`src/rtl/press_arbiter.sv`:
```
// Reaction-game button arbiter: synchronizes two player buttons and decides normal/speed rounds.
// Optional input filter enabled by defining PRESS_DEBOUNCE_EN.
module press_arbiter #(
  parameter int unsigned SPEED_TARGET = 10,
  parameter int unsigned DB_CYCLES    = 4
) (
  input  logic       clk,
  input  logic       rst,
  input  logic       pbl,
  input  logic       pbr,
  input  logic [1:0] mode,
  input  logic       speed,
  output logic       winrnd,
  output logic       winspeed,
  output logic       leftadv,
  output logic       rightadv,
  output logic       tie,
  output logic       prio,
  output logic [3:0] cnt_l,
  output logic [3:0] cnt_r
);

  typedef enum logic [1:0] {IDLE, ARMED, SPEED, HOLD} state_t;
  typedef enum logic [1:0] {M_IDLE, M_DARK, M_PLAY, M_FAKE} mode_t;

  state_t     state, state_n;
  logic [1:0] s1, s2, lvl, prev, seen_low, vld, press;

  // seen_low only arms once real samples show the button released, so a
  // button held across reset release never yields a press event
  always_ff @(posedge clk or posedge rst) begin
    if (rst) begin
      s1       <= '0;
      s2       <= '0;
      prev     <= '0;
      seen_low <= '0;
      vld      <= '0;
    end else begin
      s1       <= {pbr, pbl};
      s2       <= s1;
      prev     <= lvl;
      vld      <= {vld[0], 1'b1};
      seen_low <= seen_low | ({2{vld[1]}} & ~s2);
    end
  end

`ifdef PRESS_DEBOUNCE_EN
  logic [1:0] filt;
  logic [3:0] db_cnt [2];

  always_ff @(posedge clk or posedge rst) begin
    if (rst) begin
      filt <= '0;
      for (int unsigned i = 0; i < 2; i++) db_cnt[i] <= '0;
    end else begin
      for (int unsigned i = 0; i < 2; i++) begin
        if (s2[i] != filt[i]) begin
          if (db_cnt[i] == 4'(DB_CYCLES - 1)) begin
            filt[i]   <= s2[i];
            db_cnt[i] <= '0;
          end else begin
            db_cnt[i] <= db_cnt[i] + 4'd1;
          end
        end else begin
          db_cnt[i] <= '0;
        end
      end
    end
  end

  assign lvl = filt;
`else
  assign lvl = s2;
`endif

  assign press = lvl & ~prev & seen_low;

  logic       wr_n, ws_n, la_n, ra_n, tie_n, prio_n;
  logic [3:0] cl_n, cr_n, nl, nr;
  logic       hit_l, hit_r;

  always_ff @(posedge clk or posedge rst) begin
    if (rst) begin
      state    <= IDLE;
      winrnd   <= 1'b0;
      winspeed <= 1'b0;
      leftadv  <= 1'b0;
      rightadv <= 1'b0;
      tie      <= 1'b0;
      prio     <= 1'b0;
      cnt_l    <= '0;
      cnt_r    <= '0;
    end else begin
      state    <= state_n;
      winrnd   <= wr_n;
      winspeed <= ws_n;
      leftadv  <= la_n;
      rightadv <= ra_n;
      tie      <= tie_n;
      prio     <= prio_n;
      cnt_l    <= cl_n;
      cnt_r    <= cr_n;
    end
  end

  always_comb begin
    state_n = state;
    wr_n    = 1'b0;
    ws_n    = 1'b0;
    la_n    = 1'b0;
    ra_n    = 1'b0;
    tie_n   = 1'b0;
    prio_n  = prio;
    cl_n    = cnt_l;
    cr_n    = cnt_r;
    nl      = (press[0] && cnt_l != 4'hF) ? cnt_l + 4'd1 : cnt_l;
    nr      = (press[1] && cnt_r != 4'hF) ? cnt_r + 4'd1 : cnt_r;
    hit_l   = nl >= 4'(SPEED_TARGET);
    hit_r   = nr >= 4'(SPEED_TARGET);
    case (state)
      IDLE: begin
        if (speed) begin
          state_n = SPEED;
          cl_n    = '0;
          cr_n    = '0;
        end else if (mode != M_IDLE && lvl == 2'b00) begin
          state_n = ARMED;
        end
      end
      ARMED: begin
        if (speed) begin
          state_n = SPEED;
          cl_n    = '0;
          cr_n    = '0;
        end else if (mode == M_IDLE) begin
          state_n = IDLE;
        end else if (press != 2'b00) begin
          state_n = HOLD;
          wr_n    = 1'b1;
          if (press == 2'b11) begin
            if (mode == M_PLAY) begin
              la_n   = ~prio;
              ra_n   = prio;
              prio_n = ~prio;
            end else begin
              tie_n = 1'b1;
            end
          end else begin
            // in dark/fake the presser is penalized: the opponent advances
            la_n = press[0] ~^ (mode == M_PLAY);
            ra_n = press[1] ~^ (mode == M_PLAY);
          end
        end
      end
      SPEED: begin
        if (!speed) begin
          state_n = IDLE;
          cl_n    = '0;
          cr_n    = '0;
        end else begin
          cl_n = nl;
          cr_n = nr;
          if (hit_l || hit_r) begin
            state_n = HOLD;
            ws_n    = 1'b1;
            if (hit_l && hit_r) begin
              la_n   = ~prio;
              ra_n   = prio;
              prio_n = ~prio;
            end else begin
              la_n = hit_l;
              ra_n = hit_r;
            end
          end
        end
      end
      HOLD: begin
        if (mode == M_IDLE && !speed) state_n = IDLE;
      end
      default: state_n = IDLE;
    endcase
  end

endmodule

```
`config.mk`:
```
export PLATFORM = sky130hd
export DESIGN_NAME = press_arbiter
export DESIGN_NICKNAME = d
export VERILOG_FILES = /design/src/rtl/press_arbiter.sv
export SDC_FILE = /design/constraint.sdc
export NUM_CORES = 1
export LEC_CHECK = 0
export BUFFER_PORTS_ARGS = -buffer_cell sky130_fd_sc_hd__buf_2
export CAP_MARGIN = 10
export CORE_MARGIN = 8
export CORE_UTILIZATION = 59
export CTS_CLUSTER_DIAMETER = 60
export DETAILED_ROUTE_END_ITERATION = 6
export PLACE_DENSITY = 0.83
export REMOVE_ABC_BUFFERS = 1
export SKIP_LAST_GASP = 1
export SYNTH_ARGS = -nofsm -noshare
export SYNTH_HDL_FRONTEND = slang
export SYNTH_SLANG_ARGS = --single-unit
```
`constraint.sdc`:
```
create_clock -name clk -period 4.8 [get_ports clk]
set_input_delay 0.72 -clock clk [delete_from_list [all_inputs] [get_ports clk]]
set_output_delay 0.72 -clock clk [all_outputs]
set_load 0.02 [all_outputs]
```
==> out/summary.md, run 1 <==
Die
* Initial Util: 61.6%
* full die area: 4050 um^2
* Core Area: 2170 um^2
* vertical die dimension: 63.6 um
* horizontal extent of the die: 63.6 um
* Ports: 21
* Cell Rows: 17

Timing
* number of hold-slack violations in the final timing report: 0
* worst hold slack: 0.366 ns
* clock period minus final worst setup slack: 2.19 ns
* Worst slew margin: 37.3%
* total negative setup slack: 0 ns
* total count of max-transition violations in the final report: 0
* achievable frequency: 457 MHz
* Finish-stage setup viols: 0
* share of the clock period used by the worst path after layout: 45.6%
* worst-margin pin slew: 0.939 ns
* unrepaired setup endpoints after global routing: no
* final clock skew: 0.00941 ns

Placed design
* final weighted congestion in routability-driven placement: 0.907
* number of port buffers: 20
* placed wire-length estimate: 2.07 mm

Pwr
* switch share: 33.0%
* areal power density over the cells: 385 nW/um^2
* share of total power in sequential cells: 44.6%
* IR Drop Worst-Case VDD: 0.000255 V
* net switching power: 192 uW
* internal power of the cells: 390 uW
* Clock power frac: 25.4%
* Leak: 0.000717 uW
* Logic pwr share: 30.0%

Finish
* area growth from synthesis to final layout: 12.9%
* Final #Nets: 173
* Sequential cell area: 651 um^2
* top library cells by usage in the layout, fill and taps aside: sky130_fd_sc_hd__dfrtp_1, sky130_fd_sc_hd__buf_2, sky130_fd_sc_hd__nand2_1, sky130_fd_sc_hd__nor2_1, sky130_fd_sc_hd__inv_1
* number of inserted filler cells in the final layout: 172
* antenna fix cells: 0
* area of the multi-input gates: 638 um^2
* fraction of layout instances using a drive strength above 1: 17.0%
* leading cell type in the layout, fill and taps excluded: sky130_fd_sc_hd__dfrtp_1

Worst hold path
* Worst Hold Class: reg -> reg

Synth
* synthesized instance count: 137
* share of synthesized area occupied by flip-flops and latches: 48.6%
* number of enable flip-flop cells after synthesis: 0
* syn avg cell area: 9.76 um^2
* top post-synthesis cells by area: sky130_fd_sc_hd__dfrtp_1, sky130_fd_sc_hd__ha_1, sky130_fd_sc_hd__nand2_1, sky130_fd_sc_hd__nor2_1, sky130_fd_sc_hd__a31oi_1
* Netlist cell types: 41
* number of flip-flops and latches in the synthesized netlist: 26
* Cell Area, Synth: 1340 um^2
* most instantiated flip-flop cell in the synthesis netlist: sky130_fd_sc_hd__dfrtp_1
* library cell with the largest summed area after synthesis: sky130_fd_sc_hd__dfrtp_1
* share of the synthesized area in the top cell type: 48.6%
* total number of yosys warnings: 0
* proportion of register bits with asynchronous set or reset after synthesis: 100%

Routing
* first-pass iteration count of the detailed router: 4
* post-detailed-route via-to-cell ratio: 5.95
* Starting DRT DRC Count: 39
* post-route ant nets: 0
* total wire length after detailed routing: 2.77 mm
* remaining routing DRC violations: 0
* vias: 1112
* average routed wire per standard cell: 14.8 um

GRT
* number of antenna violations at the first check in global routing: 0
* GR Util All Layers: 14.5%
* maximum number of pins on one net before global-route repair: 27
* via count of the first global-routing pass: 1150
* total congestion overflow after global routing: 0
* global-route wire length before repair: 4.87 mm

Status
* outcome: finished clean

Clock network
* clock transition time at the flip-flop clock pins of the worst setup and hold paths: 0.14 ns
* number of buffers on the longest clock path: 2
* hold buffer count at cts: 0
* number of sinks handled by clock tree synthesis: 26
* clock tree root driver cell: sky130_fd_sc_hd__clkbuf_4
* CTS tree: done
* Inserted Clock Buffers: 3
* number of H-tree branching levels: 1
* clock latency reported for the late side of the worst-skew pair: 0.32 ns
* quantity of gates resized following cts: 0
* number of buffers added for setup after CTS: 0

Worst setup path
* category of the most critical setup path: reg -> reg
* Worst setup EP type: flip-flop
* required time worst endpoint: 5.02 ns
* biggest fanout along the worst timing path: 6
* Startpoint Class: flip-flop
* critical path data arrival time: 2.41 ns

Job
* max-cap viol count: 0

layout make-up:
type | count | share of cell area, %
repair buffers | 20 | 6.63
clock buffers | 3 | 1.49
clock inverters | 1 | 1.99
flip-flops and latches | 26 | 43.1
inverters | 9 | 2.24
well taps | 28 | 2.32
multi-input cells | 100 | 42.3
worst max-delay path, stage by stage, from the launching register on:
cell,delay (ns)
sky130_fd_sc_hd__dfrtp_1,0.46
sky130_fd_sc_hd__ha_1,0.34
sky130_fd_sc_hd__or3_1,0.31
sky130_fd_sc_hd__o2111ai_1,0.12
sky130_fd_sc_hd__nand2_2,0.15
sky130_fd_sc_hd__o311ai_2,0.34
sky130_fd_sc_hd__mux2_1,0.36
cell usage after synthesis, drive strengths merged (2+ instances only):
library cell / count
o2bb2ai: 2
o21ai: 9
nor3: 3
nand2: 16
ha: 6
o311ai: 2
nor2: 14
inv: 9
a21oi: 6
a32o: 3
nand3b: 2
a21o: 2
a31oi: 8
or3: 3
mux2i: 2
nand3: 2
a211oi: 3
dfrtp: 26
stage by stage:
step | setup slack [ns] | std cells | cell area, um^2 | power [uW] | util (%)
5_1_grt | 2.30 | 187 | 1510 | 616 | 69.6
4_1_cts | 2.62 | 187 | 1510 | 586 | 69.6
6_report | 2.61 | 187 | 1510 | 582 | 69.6
3_3_place_gp | 2.66 | 183 | 1460 | 435 | 67.2
3_5_place_dp | 2.62 | 183 | 1460 | 437 | 67.2
2_1_floorplan | 2.69 | 135 | 1320 | 393 | -
power by group through the flow:
stage | clock (uW) | combinational (uW) | sequential, uW
2_1_floorplan | 0 | 126 | 268
3_3_place_gp | 0 | 171 | 264
3_5_place_dp | 0 | 173 | 264
4_1_cts | 152 | 174 | 260
5_1_grt | 157 | 196 | 263
6_report | 148 | 174 | 260
path summary, 6_finish.rpt:
path,startpoint,cells past startpoint,end,slack [ns]
setup / recovery,cnt_r[1],6,state[0],2.61
hold / removal,s1[1],0,lvl[1],0.37
setup reg to reg,cnt_r[1],6,state[0],2.61
hold reg to reg,s1[1],0,lvl[1],0.37
max in group asynchronous,rst,2,cnt_r[2],3.64
min in group asynchronous,rst,2,seen_low[1],0.58
routing by layer:
metal / global-route usage [%] / vias to the layer above / part of all wire (%)
met5: 0 / - / 0
met4: 5.57 / 0 / 0.65
met3: 4.59 / 2 / 6.7
met2: 25.1 / 27 / 50
met1: 16.0 / 538 / 43
li1: - / 545 / -
sequential cells by signal (all words and copies together) (netlist names), 2 cells and up:
name,flops
s1,2
state,2
cnt_r,4
vld,2
seen_low,2
prev,2
cnt_l,4
lvl,2
cell families (layout without fill, tap and decap cells):
family	count (synthesis)	in the layout	synth area share, %
compound gates	41	41	21.3
xor+xnor	1	1	0.655
fa+ha+maj	6	6	5.61
buf+inv	11	33	3.65
flops	26	26	48.6
mux	3	3	2.34
other cells	1	1	0.280
simple gates	48	48	17.5
(Power assumes the default switching activity.)
==> run 2, diff against run 1 <==
--- a/config.mk
+++ b/config.mk
@@ -8,10 +8,10 @@
 export BUFFER_PORTS_ARGS = -buffer_cell sky130_fd_sc_hd__buf_2
 export CAP_MARGIN = 10
 export CORE_MARGIN = 8
-export CORE_UTILIZATION = 59
+export CORE_UTILIZATION = 49
 export CTS_CLUSTER_DIAMETER = 60
 export DETAILED_ROUTE_END_ITERATION = 6
-export PLACE_DENSITY = 0.83
+export PLACE_DENSITY = 0.73
 export REMOVE_ABC_BUFFERS = 1
 export SKIP_LAST_GASP = 1
 export SYNTH_ARGS = -nofsm -noshare
==> constraint.sdc (replaced) <==
create_clock -name clk -period 1.89 [get_ports clk]
set_input_delay 0.2835 -clock clk [delete_from_list [all_inputs] [get_ports clk]]
set_output_delay 0.2835 -clock clk [all_outputs]
set_load 0.02 [all_outputs]
==> run 2 against run 1 <==
- the run now ends with setup timing left
- die area is 15% higher
- hold slack lost 0.33 ns
- clock power rose by 93%
- first-iteration DRC count grew to 2.6 times the previous value
- via count up 13%
- critical path depth unchanged
- clock skew is essentially flat
- combinational power increased to 3.8 times the previous value
- count of clock-buffer cells in the layout grew 1
- sequential share of layout area decreased by 6.7 points
- register-to-register slack lost 2.7 ns
==> out/summary.md, run 2 (synthesis results as in run 1) <==
Routing
* average routed wire per standard cell: 16.3 um
* Starting DRT DRC Count: 101
* post-detailed-route via-to-cell ratio: 5.87
* first-pass iteration count of the detailed router: 6
* post-route ant nets: 0
* total wire length after detailed routing: 3.49 mm
* vias: 1256
* remaining routing DRC violations: 0

Clock network
* clock latency reported for the late side of the worst-skew pair: 0.34 ns
* clock tree root driver cell: sky130_fd_sc_hd__clkbuf_4
* number of H-tree branching levels: 1
* number of sinks handled by clock tree synthesis: 26
* CTS tree: done
* Inserted Clock Buffers: 3
* clock transition time at the flip-flop clock pins of the worst setup and hold paths: 0.14 ns
* number of buffers on the longest clock path: 2

Placed design
* # placed instances: 202
* number of port buffers: 20
* area after detailed placement: 1580 um^2
* final weighted congestion in routability-driven placement: 0.881
* placed wire-length estimate: 2.26 mm

Worst setup path
* WP buf/inv: 0
* category of the most critical setup path: reg -> reg
* cell chain of the critical path: ha_4, or3_1, o2111ai_2, nand2_2, o311ai_4, mux2_4
* critical path data arrival time: 2.25 ns
* Startpoint Class: flip-flop
* Worst setup EP type: flip-flop
* max incr delay on CP: 0.44 ns
* CP max stage cell: sky130_fd_sc_hd__dfrtp_1
* crit-path leading delay family: compound AO/OA/AOI/OAI gates
* required time worst endpoint: 2.13 ns
* biggest fanout along the worst timing path: 3

Finish
* number of cells in the finished layout apart from fillers: 214
* fraction of layout instances using a drive strength above 1: 35.0%
* Final #Nets: 197
* top library cells by usage in the layout, fill and taps aside: sky130_fd_sc_hd__dfrtp_1, sky130_fd_sc_hd__buf_4, sky130_fd_sc_hd__buf_2, sky130_fd_sc_hd__nand2_1, sky130_fd_sc_hd__nor2_1
* biggest regs: cnt_l x4, cnt_r x4
* post-route standard cell area excluding fillers: 1790 um^2
* antenna fix cells: 0
* area growth from synthesis to final layout: 33.6%
* leading cell type in the layout, fill and taps excluded: sky130_fd_sc_hd__dfrtp_1

Timing
* achievable frequency: 499 MHz
* clock period minus final worst setup slack: 2.01 ns
* final clock skew: 0.00891 ns
* unrepaired setup endpoints after global routing: yes
* worst-margin pin slew: 0.563 ns
* setup slack of the critical path after layout: -0.115 ns
* total count of max-transition violations in the final report: 0
* Finish-stage setup viols: 2
* Worst slew margin: 62.0%
* share of the clock period used by the worst path after layout: 106%
* number of hold-slack violations in the final timing report: 0

Pwr
* Clock power frac: 17.7%
* Logic pwr share: 41.4%
* Leak: 0.000839 uW
* IR Drop Worst-Case VDD: 0.000561 V
* switch share: 36.1%
* share of total power in sequential cells: 40.9%
* internal power of the cells: 1030 uW
* areal power density over the cells: 904 nW/um^2
* net switching power: 583 uW

Die
* Ports: 21
* full die area: 4660 um^2
* vertical die dimension: 68.2 um
* Initial Util: 50.2%
* Cell Rows: 19
* horizontal extent of the die: 68.2 um
* Core Area: 2660 um^2

GRT
* total congestion overflow after global routing: 0
* via count of the first global-routing pass: 1132
* GR Util All Layers: 14.5%
* number of antenna violations at the first check in global routing: 0
* global-route wire length before repair: 5.14 mm
* maximum number of pins on one net before global-route repair: 27

Status
* violations in the final reports: setup timing
* outcome: complete, but fails checks

Worst hold path
* Worst Hold Class: in -> reg

Job
* max-cap viol count: 0

run 2: repair_timing:
action,in CTS,in global routing
buffers inserted,2,6
pin swaps,4,6
endpoints found under the setup margin,2,6
gates resized for setup,5,12
endpoints found under the hold margin,26,0
hold buffers,1,0
run 2: power groups by stage:
stage                     Sequential [uW]  Combinational [uW]  Clock, uW
after detailed placement              667                 503          0
after CTS                             658                 589        296
after floorplan                       680                 319          0
after global placement                663                 493          0
after global routing                  665                 722        322
final                                 660                 669        286
run 2: layout make-up:
type | instances | area [um^2]
multi-input combinational | 100 | 744
inverter | 9 | 33.8
timing repair buffer | 44 | 283
sequential | 26 | 651
clock buffer | 4 | 36.3
tap | 31 | 38.8
fill | 202 | 876
run 2: worst paths after layout:
path,from,end,slack (ns),depth (start not counted)
max reg2reg,cnt_r[0],state[0],-0.12,6
min,pbl,s1[0],0.04,1
max,cnt_r[0],state[0],-0.12,6
min in group asynchronous,rst,cnt_l[0],0.51,4
max in group asynchronous,rst,winrnd,1.13,4
min reg2reg,s1[1],lvl[1],0.36,0
run 2: per-stage QoR:
step	TNS, ns	utilization [%]	hold WS (ns)	setup slack (ns)	total power [uW]
final	-0.145	67.1	0.0387	-0.115	1620
after global placement	-0.0909	59.4	0.334	-0.0857	1160
after detailed placement	-0.195	59.4	0.337	-0.153	1170
after global routing	-0.328	67.1	0.0164	-0.158	1710
after CTS	-0.109	62.8	0.0384	-0.0655	1540
after floorplan	-0.356	-	0.315	-0.218	999
run 2: metal layers:
metal / routed length (um) / vias up / global-route usage (%)
met5: 0 / - / 0
met4: 95 / 0 / 6.14
met3: 195 / 8 / 2.62
met2: 1760 / 44 / 25.3
met1: 1440 / 611 / 16.9
li1: - / 593 / -
run 2: worst register-to-register path, stage by stage (launching register included):
cell and delay [ns]:
sky130_fd_sc_hd__dfrtp_1 0.44, sky130_fd_sc_hd__ha_4 0.27, sky130_fd_sc_hd__or3_1 0.32, sky130_fd_sc_hd__o2111ai_2 0.10, sky130_fd_sc_hd__nand2_2 0.12, sky130_fd_sc_hd__o311ai_4 0.34
sky130_fd_sc_hd__mux2_4 0.33
